File: config.mk
export PLATFORM = sky130hd
export DESIGN_NAME = bitty_alu
export DESIGN_NICKNAME = d
export VERILOG_FILES = /design/src/rtl/bitty_pkg.sv /design/src/rtl/bitty_shifter.sv /design/src/rtl/bitty_alu.sv
export SDC_FILE = /design/constraint.sdc
export NUM_CORES = 1
export LEC_CHECK = 0
export BUFFER_PORTS_ARGS = -buffer_cell sky130_fd_sc_hd__buf_2
export CAP_MARGIN = 10
export CORE_MARGIN = 2
export CORE_UTILIZATION = 35
export CTS_CLUSTER_DIAMETER = 40
export DETAILED_ROUTE_END_ITERATION = 16
export PLACE_DENSITY = 0.58
export SETUP_SLACK_MARGIN = 0.4
export SLEW_MARGIN = 20
export SYNTH_ARGS = -nofsm -noshare
export SYNTH_HDL_FRONTEND = slang
export SYNTH_SLANG_ARGS = --single-unit
File: constraint.sdc
create_clock -name clk -period 4.4 [get_ports clk]
set_input_delay 0.22 -clock clk [delete_from_list [all_inputs] [get_ports clk]]
set_output_delay 0.22 -clock clk [all_outputs]
set_load 0.02 [all_outputs]
File: src/rtl/bitty_pkg.sv
// rtl/bitty_pkg.sv - shared opcode encoding and constants for the Bitty ALU
package bitty_pkg;

    localparam int BITTY_W = 16;

    typedef enum logic [2:0] {
        ADD = 3'd0,
        SUB = 3'd1,
        AND = 3'd2,
        OR  = 3'd3,
        XOR = 3'd4,
        SHL = 3'd5,
        SHR = 3'd6,
        CMP = 3'd7
    } alu_op_e;

    localparam int CMP_EQ = 0;
    localparam int CMP_GT = 1;
    localparam int CMP_LT = 2;

endpackage

File: src/rtl/bitty_shifter.sv
// rtl/bitty_shifter.sv - logical left/right shifter that yields 0 for shift amounts >= WIDTH
module bitty_shifter #(
    parameter int WIDTH = 16
) (
    input  logic [WIDTH-1:0] in_a,
    input  logic [WIDTH-1:0] in_b,
    output logic [WIDTH-1:0] shl_out,
    output logic [WIDTH-1:0] shr_out
);

    localparam int SW = $clog2(WIDTH);

    logic             too_far;
    logic [SW-1:0]    amt;

    // Any bit at or above position SW means the whole operand shifts out.
    assign too_far = |(in_b >> SW);
    assign amt     = in_b[SW-1:0];

    always_comb begin
        shl_out = '0;
        shr_out = '0;
        if (!too_far) begin
            shl_out = in_a << amt;
            shr_out = in_a >> amt;
        end
    end

endmodule

File: src/rtl/bitty_alu.sv
// rtl/bitty_alu.sv - 16-bit Bitty ALU with registered result; BITTY_ALU_FLAGS_EN adds status flags
module bitty_alu
    import bitty_pkg::*;
#(
    parameter int WIDTH = BITTY_W
) (
    input  logic             clk,
    input  logic             reset,
    input  logic [WIDTH-1:0] in_a,
    input  logic [WIDTH-1:0] in_b,
    input  logic [2:0]       select,
    input  logic             en,
    output logic [WIDTH-1:0] alu_out,
    output logic [WIDTH-1:0] alu_out_q
`ifdef BITTY_ALU_FLAGS_EN
    ,
    output logic [3:0]       flags,
    output logic [3:0]       flags_q
`endif
);

    logic [WIDTH-1:0] shl_out;
    logic [WIDTH-1:0] shr_out;
    logic [WIDTH-1:0] alu_out_q_d;

    bitty_shifter #(.WIDTH(WIDTH)) u_shifter (
        .in_a    (in_a),
        .in_b    (in_b),
        .shl_out (shl_out),
        .shr_out (shr_out)
    );

    always_comb begin
        alu_out = '0;
        case (alu_op_e'(select))
            ADD:     alu_out = in_a + in_b;
            SUB:     alu_out = in_a - in_b;
            AND:     alu_out = in_a & in_b;
            OR:      alu_out = in_a | in_b;
            XOR:     alu_out = in_a ^ in_b;
            SHL:     alu_out = shl_out;
            SHR:     alu_out = shr_out;
            CMP: begin
                if (in_a == in_b)     alu_out = WIDTH'(CMP_EQ);
                else if (in_a > in_b) alu_out = WIDTH'(CMP_GT);
                else                  alu_out = WIDTH'(CMP_LT);
            end
            default: alu_out = '0;
        endcase
    end

    assign alu_out_q_d = en ? alu_out : alu_out_q;

    always_ff @(posedge clk or posedge reset) begin
        if (reset) begin
            alu_out_q <= '0;
        end else begin
            alu_out_q <= alu_out_q_d;
        end
    end

`ifdef BITTY_ALU_FLAGS_EN
    logic [WIDTH:0] add_full;
    logic           carry;
    logic           overflow;
    logic [3:0]     flags_q_d;
    logic           msb_a;
    logic           msb_b;
    logic           msb_r;

    assign add_full = {1'b0, in_a} + {1'b0, in_b};
    assign msb_a    = in_a[WIDTH-1];
    assign msb_b    = in_b[WIDTH-1];
    assign msb_r    = alu_out[WIDTH-1];

    always_comb begin
        carry    = 1'b0;
        overflow = 1'b0;
        case (alu_op_e'(select))
            ADD: begin
                carry    = add_full[WIDTH];
                overflow = (msb_a == msb_b) && (msb_r != msb_a);
            end
            SUB: begin
                carry    = in_a < in_b;
                overflow = (msb_a != msb_b) && (msb_r != msb_a);
            end
            default: begin
                carry    = 1'b0;
                overflow = 1'b0;
            end
        endcase
    end

    assign flags     = {carry, (alu_out == '0), msb_r, overflow};
    assign flags_q_d = en ? flags : flags_q;

    always_ff @(posedge clk or posedge reset) begin
        if (reset) begin
            flags_q <= '0;
        end else begin
            flags_q <= flags_q_d;
        end
    end
`endif

endmodule

* After elaboration in Yosys (flattened, before gate mapping)
Cells that the tools add are included.
** Storage, ports and cells
- Register bits :: 16
- Input port bits :: 38
- Logic and storage cells :: 24
** Operators by class
- $add $sub $neg :: 2
- Magnitude comparators :: 1
- Equal/unequal tests :: 8
- Shifts and indexed selects :: 2
- Multiplexer cells :: 5
- Bitwise logic cells :: 3
- Reduce and logical (&&, ||, !) cells :: 2
** Operator list (count)
- $pmux W16 S8 :: 1
- $mux W16 :: 2
- $add A16 B16 Y16 :: 1
- $and A16 B16 Y16 :: 1
- $eq A16 B16 Y1 :: 1
- $gt A16 B16 Y1 :: 1
- $or A16 B16 Y16 :: 1
- $shl A16 B4 Y16 :: 1
- $shr A16 B4 Y16 :: 1
- $sub A16 B16 Y16 :: 1
- $xor A16 B16 Y16 :: 1
- $eq A3 B3 Y1 const B :: 4
- $reduce_or A12 Y1 :: 1
- $eq A3 B2 Y1 const B :: 2
- $mux W2 :: 2
- $eq A3 B1 Y1 const B :: 1
- $logic_not A3 Y1 :: 1

* Depth between registers and ports, before layout
Gate-level depths: netlist of run 1.
- Word-level depth :: 4
- Depth in mapped cells :: 13

* Hierarchy
Synthesis of run 1 repeated with hierarchy kept, for this count alone.
** Second synthesis, totals
- Cells, all modules :: 614
- Area, all modules :: 4864.7 um2
** By module, submodules not included
- bitty_alu :: times used 1, cells an instance 467, area each 3482.1 um2, seq. area each 400.4 um2
- bitty_shifter :: times used 1, cells an instance 147, area each 1382.6 um2, seq. area each 0.0 um2

* Least setup slack after synthesis of run 1
Ideal clock, no wire load.
- Kind :: input port to output port
- Start :: input port in_b[2]
- End :: output port alu_out[13]
- Data arrival time :: 3137 ps
- Required time :: 4180 ps
- Setup slack :: 1043 ps
- Stages on the path :: 13
- Buffers on the path :: 4
- Cell sequence :: clkbuf_1 inv_1 buf_2 buf_1 ha_1 clkbuf_1 o21ai_0 o21ai_0 a211oi_1 o31ai_1 o211ai_1 xor2_1 o21ai_0
** On the way
- Cells in the longest elaborated chain, start to end :: 3
** Ends and longest elaborated chain
- start, declared :: RTL line bitty_alu.sv:10 : input logic [WIDTH-1:0] in_b,
- branches (longest 2 deep; another with $sub A16 B16 Y16)
- $pmux W16 S8 * :: RTL line bitty_alu.sv:35 : case (alu_op_e'(select))
- end, declared :: RTL line bitty_alu.sv:13 : output logic [WIDTH-1:0] alu_out,
Mark *: on every way between the ends.

* Worst setup path in the final report of run 1
- Start :: input port in_b[2]
- End :: output port alu_out[10]
Same word-level chain as after synthesis.

==> results of run 1 <==
## placed cells by master, fill, tap and decap left out, types with 13 or more instances in the layout
cell type	count
buf_2	69
mux2_2	15
inv_1	56
nor2_1	65
a21oi_1	45
nand3_1	18
dfrtp_1	16
ha_1	49
nand2_1	38
nor3_1	13
o21ai_0	37
mux4_2	20
## power breakdown
part / switching (mW) / internal [mW]
registers: 0.0111 / 0.171
clock network: 0.0579 / 0.138
logic: 0.402 / 0.248
total: 0.471 / 0.558
## worst min path at each step
stage,endpoint
6_report,alu_out_q[3]
5_1_grt,alu_out_q[4]
3_3_place_gp,alu_out_q[3]
2_1_floorplan,alu_out_q[0]
3_5_place_dp,alu_out_q[3]
4_1_cts,alu_out_q[3]
## metal layers
| layer | wire length (um) | GRT usage, % | part of all wire, % | vias up |
|---|---|---|---|---|
| met5 | 0 | 0 | 0 | - |
| met4 | 370 | 5.00 | 2.2 | 0 |
| met3 | 861 | 2.49 | 5.2 | 24 |
| met2 | 7720 | 37.9 | 46 | 174 |
| met1 | 7700 | 33.3 | 46 | 2374 |
| li1 | - | - | - | 2351 |
## cell type report
type | count | area share [%]
flip-flops and latches | 16 | 7.69
well taps | 176 | 4.23
inverters | 56 | 4.04
multi-input cells | 494 | 74.0
repair buffers | 81 | 8.36
clock buffers | 4 | 1.71
## kinds of logic (layout without fill, tap and decap cells)
kind of cell	after synthesis	after routing
compound gates	194	194
fa+ha+maj	51	51
buf+inv	96	141
simple gates	184	184
flops	16	16
mux	55	55
xor+xnor	10	10
## metrics by stage
stage,hold slack (ps),instances,worst slack [ps]
global route,95.6,827,779
CTS,71.7,827,1130
finish,43.2,827,1060
floorplan,134,606,1040
detailed placement,327,823,1170
global placement,308,823,1140
==> metrics.cfg, run 1 <==
[timing]
skew_ps=0
fin_crit_ps=3340
rsz0062_at_grt=false
fmaxAchievable_mhz=299
period_share_pct=75.9
finalSetupViolations=0
tightest_slew_ps=842
setup_tns_ps=0
slew_viol_final=0
maxSlewHeadroom_pct=43.2
final_hold_viol_count=0

[final_layout]
diodes=0
stdcell_area_um2=5210
largest-register=alu_out_q
final.fill_count=1394
seq_area_um2=400
fin_util_pct=39.6
area_growth_pct=11.9
finalNetCount=741
multiInputGateArea_um2=3850
top_regs=alu_out_q: 16 flops
drive_gt1_share_pct=19.8
largest_register_ffs=16

[setup_path]
cp-endpoint=alu_out[10]
rr_startpoint=alu_out_q[10]
worstSetupPathDepth=11
rr_endpoint=alu_out_q[10]
cp_num_buf_inv=3
crit_fanout=22
required_ps=4180
crit_path_max_incr_delay_ps=520
worst_path_max_delay_cell=a211oi_1
worstSetupStartpoint=in_b[2]
worst-setup-path-type=input port to output pin
path_cells=buf_2, inv_1, ha_1, nor2b_1, o31ai_1, a211oi_1, o21ai_0, a211oi_1, xnor2_1, o21ai_0, buf_2
startpoint_type=input port
worst_ep_arrival_time_ps=3120
r2r_cells=1
crit_family=compound AO/OA/AOI/OAI gates
worstSetupEndpointType=output pin
reg2reg_slack_ps=3570

[clocking]
htree_levels=1
clock-sinks=16
cts_hold_buf=0
cts_made_buffers=3
clk-insertion-delay-late_ps=250
path_clk_slew_ps=50
postCtsSetupBuffers=0
cts_tree=built
root_buffer=clkbuf_16
clockBufferDepth=2
cts_repair_resize_count=0

[place]
gp_congestion=0.935
place_area_um2=5120
port_buffers=69
dp.final_hpwl_mm=13.1

[route]
vias=4923
drt_wl_total_mm=16.6
dr.pass1.iters=5
vias_per_cell=5.95
drcViolationCount=0
wire_per_inst_um=20.1
first_iter_violations=490
ant_nets=0

[synth]
synthMuxAreaShare_pct=19.9
avgSynthCellArea_um2=7.68
synth_top_area_cell=ha_1
synth.most_common_cell=nor2_1
synth_area_leaders=ha_1 (13%), mux4_2 (9.7%), dfrtp_1 (8.6%)
ys.flop_type=dfrtp_1
synth_compound_area_share_pct=28.1
netlist_area_um2=4660
ys_ff_latch=16
syn_nets=695
syn_inst=606
async_reset_ff_share_pct=100
synth-xor-area-share_pct=1.88
ys.warnings.count=0
synth_top_family_by_area=compound AO/OA/AOI/OAI gates
synth_edf_count=0
synth_common_cells=nor2_1 (65), inv_1 (56), ha_1 (49)
yosysTopAreaCellShare_pct=13.2
synthSimpleGateAreaFrac_pct=18.8
ys_seq_area_share_pct=8.60
ys_types=67
synth_fa_ha_area_share_pct=14.0

[job]
drv_cap=0

[floorplanning]
row_count=42
die_area_um2=14200
die_w_um=119
start_util_pct=35.4
top_level_ports=70
die_h_um=119
core_um2=13100

[power_and_ir_drop]
ir_drop_mv=0.112
power_mw=1.03
leakage_nw=2.33
power_density_nw_per_um2=198

[global_routing]
first_global_vias=4692
grt_usage_pct=23.3
grt_max_degree=49
grt_pass1_wl_mm=26.7
grt_antenna_before_repair=0
overflow=0

[status]
status=complete, no violations

[worst_hold_path]
hp-class=input port to asynchronous set/reset pin

(Power assumes the default switching activity.)
==> run 2: changes to the inputs <==
--- a/config.mk
+++ b/config.mk
@@ -11,7 +11,7 @@
 export CORE_UTILIZATION = 35
 export CTS_CLUSTER_DIAMETER = 40
 export DETAILED_ROUTE_END_ITERATION = 16
-export PLACE_DENSITY = 0.58
+export PLACE_DENSITY = 0.6
 export SETUP_SLACK_MARGIN = 0.4
 export SLEW_MARGIN = 20
 export SYNTH_ARGS = -nofsm -noshare
==> constraint.sdc (replaced) <==
create_clock -name clk -period 2.8 [get_ports clk]
set_input_delay 0.14 -clock clk [delete_from_list [all_inputs] [get_ports clk]]
set_output_delay 0.14 -clock clk [all_outputs]
set_load 0.02 [all_outputs]
==> run 2 against run 1 <==
Total power rose by 110%; utilization rose by 15 points; routed wire length rose by 21%; critical endpoint is now alu_out[14]; global-route usage rose by 3.8 points; clock-buffer cell count did not move; flip-flop and latch count did not move; sequential share of layout area fell by 2.1 points; clock skew did not move; via count rose by 16%; largest cell class unchanged.
==> metrics.cfg, run 2 (same netlist as run 1, synthesis figures left out) <==
[status]
status=complete, no violations

[job]
drv_cap=0

[route]
vias_per_cell=6.07
vias=5689
ant_nets=0
drcViolationCount=0
wl_met2_mm=9.55
drt_wl_total_mm=20.2
wire_per_inst_um=21.6
first_iter_violations=523
dr.max_layer_used=met4
wl_met1_mm=8.69
wl_met3_mm=1.33
dr.pass1.iters=5

[timing]
tightest_slew_ps=640
slew_viol_final=0
setup_tns_ps=0
rsz0062_at_grt=true
period_share_pct=89.5
skew_ps=0
finalSetupViolations=0
layout_setup_ws_ps=294
final_hold_viol_count=0
fmaxAchievable_mhz=399
fin_crit_ps=2510
maxSlewHeadroom_pct=57.3

[final_layout]
drive_gt1_share_pct=46.6
finalNetCount=852
top_regs=alu_out_q: 16 flops
multiInputGateArea_um2=4610
fin_util_pct=54.2
area_growth_pct=52.8
largest_register_ffs=16
largest-register=alu_out_q
diodes=0
seq_area_um2=400
final.fill_count=1220
layout_commonest_cell=buf_4
final_cell_mix=buf_4 (115), nor2_1 (61), buf_2 (39)

[power_and_ir_drop]
leakage_nw=3.03
ir_drop_mv=0.201
power_mw=2.11
power_density_nw_per_um2=297

[global_routing]
overflow=0
grt_antenna_before_repair=0
grt_pass1_wl_mm=30.6
grt_max_degree=37
first_global_vias=5468
grt_usage_pct=27.0

[place]
gp_congestion=0.955
port_buffers=69
pre_cts_slack_ps=-34.1
dp.final_hpwl_mm=14.5

[clocking]
cts_made_buffers=3
htree_levels=1
clock-sinks=16
clk-insertion-delay-late_ps=250
root_buffer=clkbuf_16
path_clk_slew_ps=50
cts_tree=built
clockBufferDepth=2

[setup_path]
crit_family=compound AO/OA/AOI/OAI gates
crit_path_max_incr_delay_ps=370
worst-setup-path-type=input port to output pin
cp_num_buf_inv=5
path_cells=buf_8, inv_6, ha_4, buf_6, nor2b_4, o211ai_1, o2111ai_4, o21ai_4, o41ai_4, buf_4, o211a_1, or3_4, buf_6
worst_path_max_delay_cell=or3_4
required_ps=2660
startpoint_type=input port
worstSetupEndpointType=output pin
crit_top_cell=buf_6
worst_ep_arrival_time_ps=2370
crit_fanout=3

[floorplanning]
die_h_um=119
core_um2=13100
start_util_pct=35.4
top_level_ports=70
die_area_um2=14200
die_w_um=119
row_count=42

[worst_hold_path]
hp-class=input port to flip-flop

-- run 2: changes by cell type in the layout (fill, tap and decap cells not counted), sizes merged --
cell / previous run / this run
dlygate4sd3: 0 / 1
clkinvlp: 0 / 1
buf: 81 / 183
inv: 56 / 55
bufbuf: 0 / 1
clkbuf: 4 / 11
-- run 2: power breakdown --
part           switching [mW]  internal (mW)  total (mW)
clock                  0.0925          0.217       0.310
sequential             0.0191          0.269       0.289
combinational           0.815          0.700        1.51
total                   0.927           1.19        2.11
-- run 2: worst paths after layout --
| path | startpoint | to | slack, ps | cells past startpoint |
|---|---|---|---|---|
| setup / recovery | in_b[7] | alu_out[14] | 290 | 13 |
| hold / removal | en | alu_out_q[7] | 390 | 2 |
| setup reg to reg | alu_out_q[10] | alu_out_q[10] | 1970 | 1 |
| hold reg to reg | alu_out_q[5] | alu_out_q[5] | 500 | 1 |
| max in group asynchronous | reset | alu_out_q[15] | 1870 | 3 |
| min in group asynchronous | reset | alu_out_q[3] | 520 | 3 |
-- run 2: per-stage QoR --
step                      instances  hold WS [ps]  cell area [um2]
after floorplan                 606          53.7             4810
after global placement          872           230             5620
after detailed placement        872           245             5620
after CTS                       897           386             6370
after global routing            938           416             7120
final                           938           388             7120
-- run 2: layer usage --
layer	track usage (%)	vias up
met5	0	-
met1	37.7	2777
li1	-	2582
met2	44.4	279
met4	7.57	0
met3	2.92	51
-- run 2: layout make-up --
type	count	share of cell area, %
clock buffers	4	1.25
inverters	56	3.36
multi-input cells	494	64.8
flip-flops and latches	16	5.63
well taps	176	3.09
repair buffers	192	21.8
-- run 2: repair_timing --
| item | in CTS | in global routing |
|---|---|---|
| endpoints found under the hold margin | 16 | 0 |
| endpoints found under the setup margin | 20 | 19 |
| gates resized for setup | 109 | 112 |
| hold buffers | 1 | 0 |
| gates cloned | 1 | 1 |
| setup buffers | 19 | 40 |
| pin swaps | 34 | 60 |
==> run 3: changes to the inputs <==
--- a/config.mk
+++ b/config.mk
@@ -5,6 +5,7 @@
 export SDC_FILE = /design/constraint.sdc
 export NUM_CORES = 1
 export LEC_CHECK = 0
+export ABC_AREA = 1
 export BUFFER_PORTS_ARGS = -buffer_cell sky130_fd_sc_hd__buf_2
 export CAP_MARGIN = 10
 export CORE_MARGIN = 2
==> run 3 against run 2 <==
Clock skew did not move; synthesized cell count rose by 49%; via count up 6.4%; largest power group unchanged.
==> metrics.cfg, run 3 <==
[clocking]
cts_made_buffers=3
path_clk_slew_ps=50
root_buffer=clkbuf_16
cts_tree=built
clk-insertion-delay-late_ps=250
clockBufferDepth=2
htree_levels=1
postCtsSetupBuffers=0
clock-sinks=16

[final_layout]
stdcell_area_um2=5420
finalNetCount=1042
layout_commonest_cell=nand2_1
largest-register=alu_out_q
fin_util_pct=39.5
drive_gt1_share_pct=11.8
top_regs=alu_out_q: 16 flops
final_cell_mix=nand2_1 (292), nand3_1 (180), inv_1 (114)
largest_register_ffs=16
area_growth_pct=11.3
final_cells=1132
diodes=0

[route]
vias=6053
first_iter_violations=597
dr.max_layer_used=met4
vias_per_cell=5.35
wire_per_inst_um=15.9
dr.pass1.iters=5
wl_met3_mm=1.19
wl_met2_mm=7.96
ant_nets=0
drt_wl_total_mm=18.0
drcViolationCount=0
wl_met1_mm=8.19

[place]
gp_congestion=0.985
dp_cells=1127
place_area_um2=5290
pre_cts_slack_ps=515
port_buffers=69
dp.final_hpwl_mm=14.7

[synth]
synth_common_cells=nand2_1 (293), nand3_1 (181), inv_1 (114)
syn_nets=994
synth_edf_count=0
async_reset_ff_share_pct=100
syn_inst=905
yosysTopAreaCellShare_pct=22.6
ys.warnings.count=0
synth.most_common_cell=nand2_1
ys_ff_latch=16
ys.flop_type=dfrtp_1
ys_types=44
avgSynthCellArea_um2=5.38
netlist_area_um2=4870
synth_top_area_cell=nand2_1
synth_area_leaders=nand2_1 (23%), nand3_1 (19%), ha_1 (13%)
ys_seq_area_share_pct=8.22

[setup_path]
crit_fanout=5
crit_family=adder cells
worst-setup-path-type=input port to output pin
startpoint_type=input port
crit_top_cell=nand2_1
path_cells=buf_2, ha_1, inv_1, fa_1, nor2_1, nor2_2, o21ai_1, nand2_1, nand2_1, nand2_1, nand3_1, nand3_2, buf_2
worstSetupEndpointType=output pin
cp_num_buf_inv=3
crit_path_max_incr_delay_ps=440
required_ps=2660
worst_ep_arrival_time_ps=2130
worst_path_max_delay_cell=fa_1

[floorplanning]
top_level_ports=70
row_count=43
die_w_um=122
die_h_um=122
start_util_pct=35.5
core_um2=13700
die_area_um2=14900

[global_routing]
first_global_vias=5315
grt_antenna_before_repair=0
grt_usage_pct=23.9
grt_pass1_wl_mm=27.9
overflow=0
grt_max_degree=39

[timing]
hold_ws_ps=288
period_share_pct=81.1
maxSlewHeadroom_pct=58.4
tightest_slew_ps=623
setup_tns_ps=0
fmaxAchievable_mhz=440
fin_crit_ps=2270
slew_viol_final=0
layout_setup_ws_ps=528
finalSetupViolations=0
rsz0062_at_grt=false
skew_ps=0
final_hold_viol_count=0

[worst_hold_path]
hp-class=input port to flip-flop

[power_and_ir_drop]
power_mw=1.58
ir_drop_mv=0.206
power_density_nw_per_um2=291
leakage_nw=3.09

[job]
drv_cap=0

[status]
status=complete, no violations

==> run 3: changes by cell type in the layout (fill, tap and decap cells not counted), moves of 10 or more <==
cell	before	now
nand2_1	36	292
nand3_1	17	180
buf_4	115	6
inv_1	35	114
buf_2	39	68
mux4_2	25	0
ha_1	25	46
ha_4	20	0
buf_6	19	0
nand4_1	1	14
o21ai_1	13	1
mux2_2	11	0
mux2i_1	11	0
nand2b_1	10	0
==> run 3: logic make-up after synthesis <==
logic type | Yosys count | synth area share (%)
AND/OR/NAND/NOR | 588 | 53.5
buffers and inverters | 155 | 13.6
AO/OA/AOI/OAI | 93 | 10.9
adder cells (fa/ha/maj) | 51 | 13.4
flip-flops | 16 | 8.22
XOR/XNOR | 2 | 0.360
==> run 3: what timing repair did <==
action	4_1_cts	5_1_grt
gates resized for setup	0	9
hold buffers	1	0
hold endpoints to repair	16	0
setup endpoints to repair	0	12
==> run 3: area by class of cell <==
type	count	area, um2
repair buffers	76	403
fillers	1569	8300
clock buffers	4	88.8
well taps	180	225
multi-input cells	734	3830
flip-flops and latches	16	400
inverters	122	470
==> run 3: per-layer routing <==
metal / vias up / GRT usage (%)
li1: 3041 / -
met4: 0 / 7.69
met2: 229 / 38.2
met5: - / 0
met1: 2751 / 33.4
met3: 32 / 2.76
==> run 3: final timing paths <==
kind | slack (ps) | to | startpoint | cells past startpoint
setup / recovery | 530 | alu_out[14] | in_a[0] | 13
hold / removal | 290 | alu_out_q[2] | en | 3
setup reg to reg | 2170 | alu_out_q[0] | alu_out_q[0] | 2
hold reg to reg | 470 | alu_out_q[12] | alu_out_q[12] | 2
max in group asynchronous | 1870 | alu_out_q[10] | reset | 3
min in group asynchronous | 530 | alu_out_q[3] | reset | 3
==> run 3: worst register-to-register path: cells and delay by family, from the launching register on <==
| kind | cells | cell delay (ps) |
|---|---|---|
| DFF | 1 | 390 |
| and+or+nand+nor | 2 | 120 |
==> run 3: where the power goes <==
part	leakage, nW	internal (mW)	switching [mW]
clock network	0.0442	0.217	0.0908
registers	0.206	0.263	0.0165
logic	2.84	0.310	0.679
total	3.09	0.790	0.786
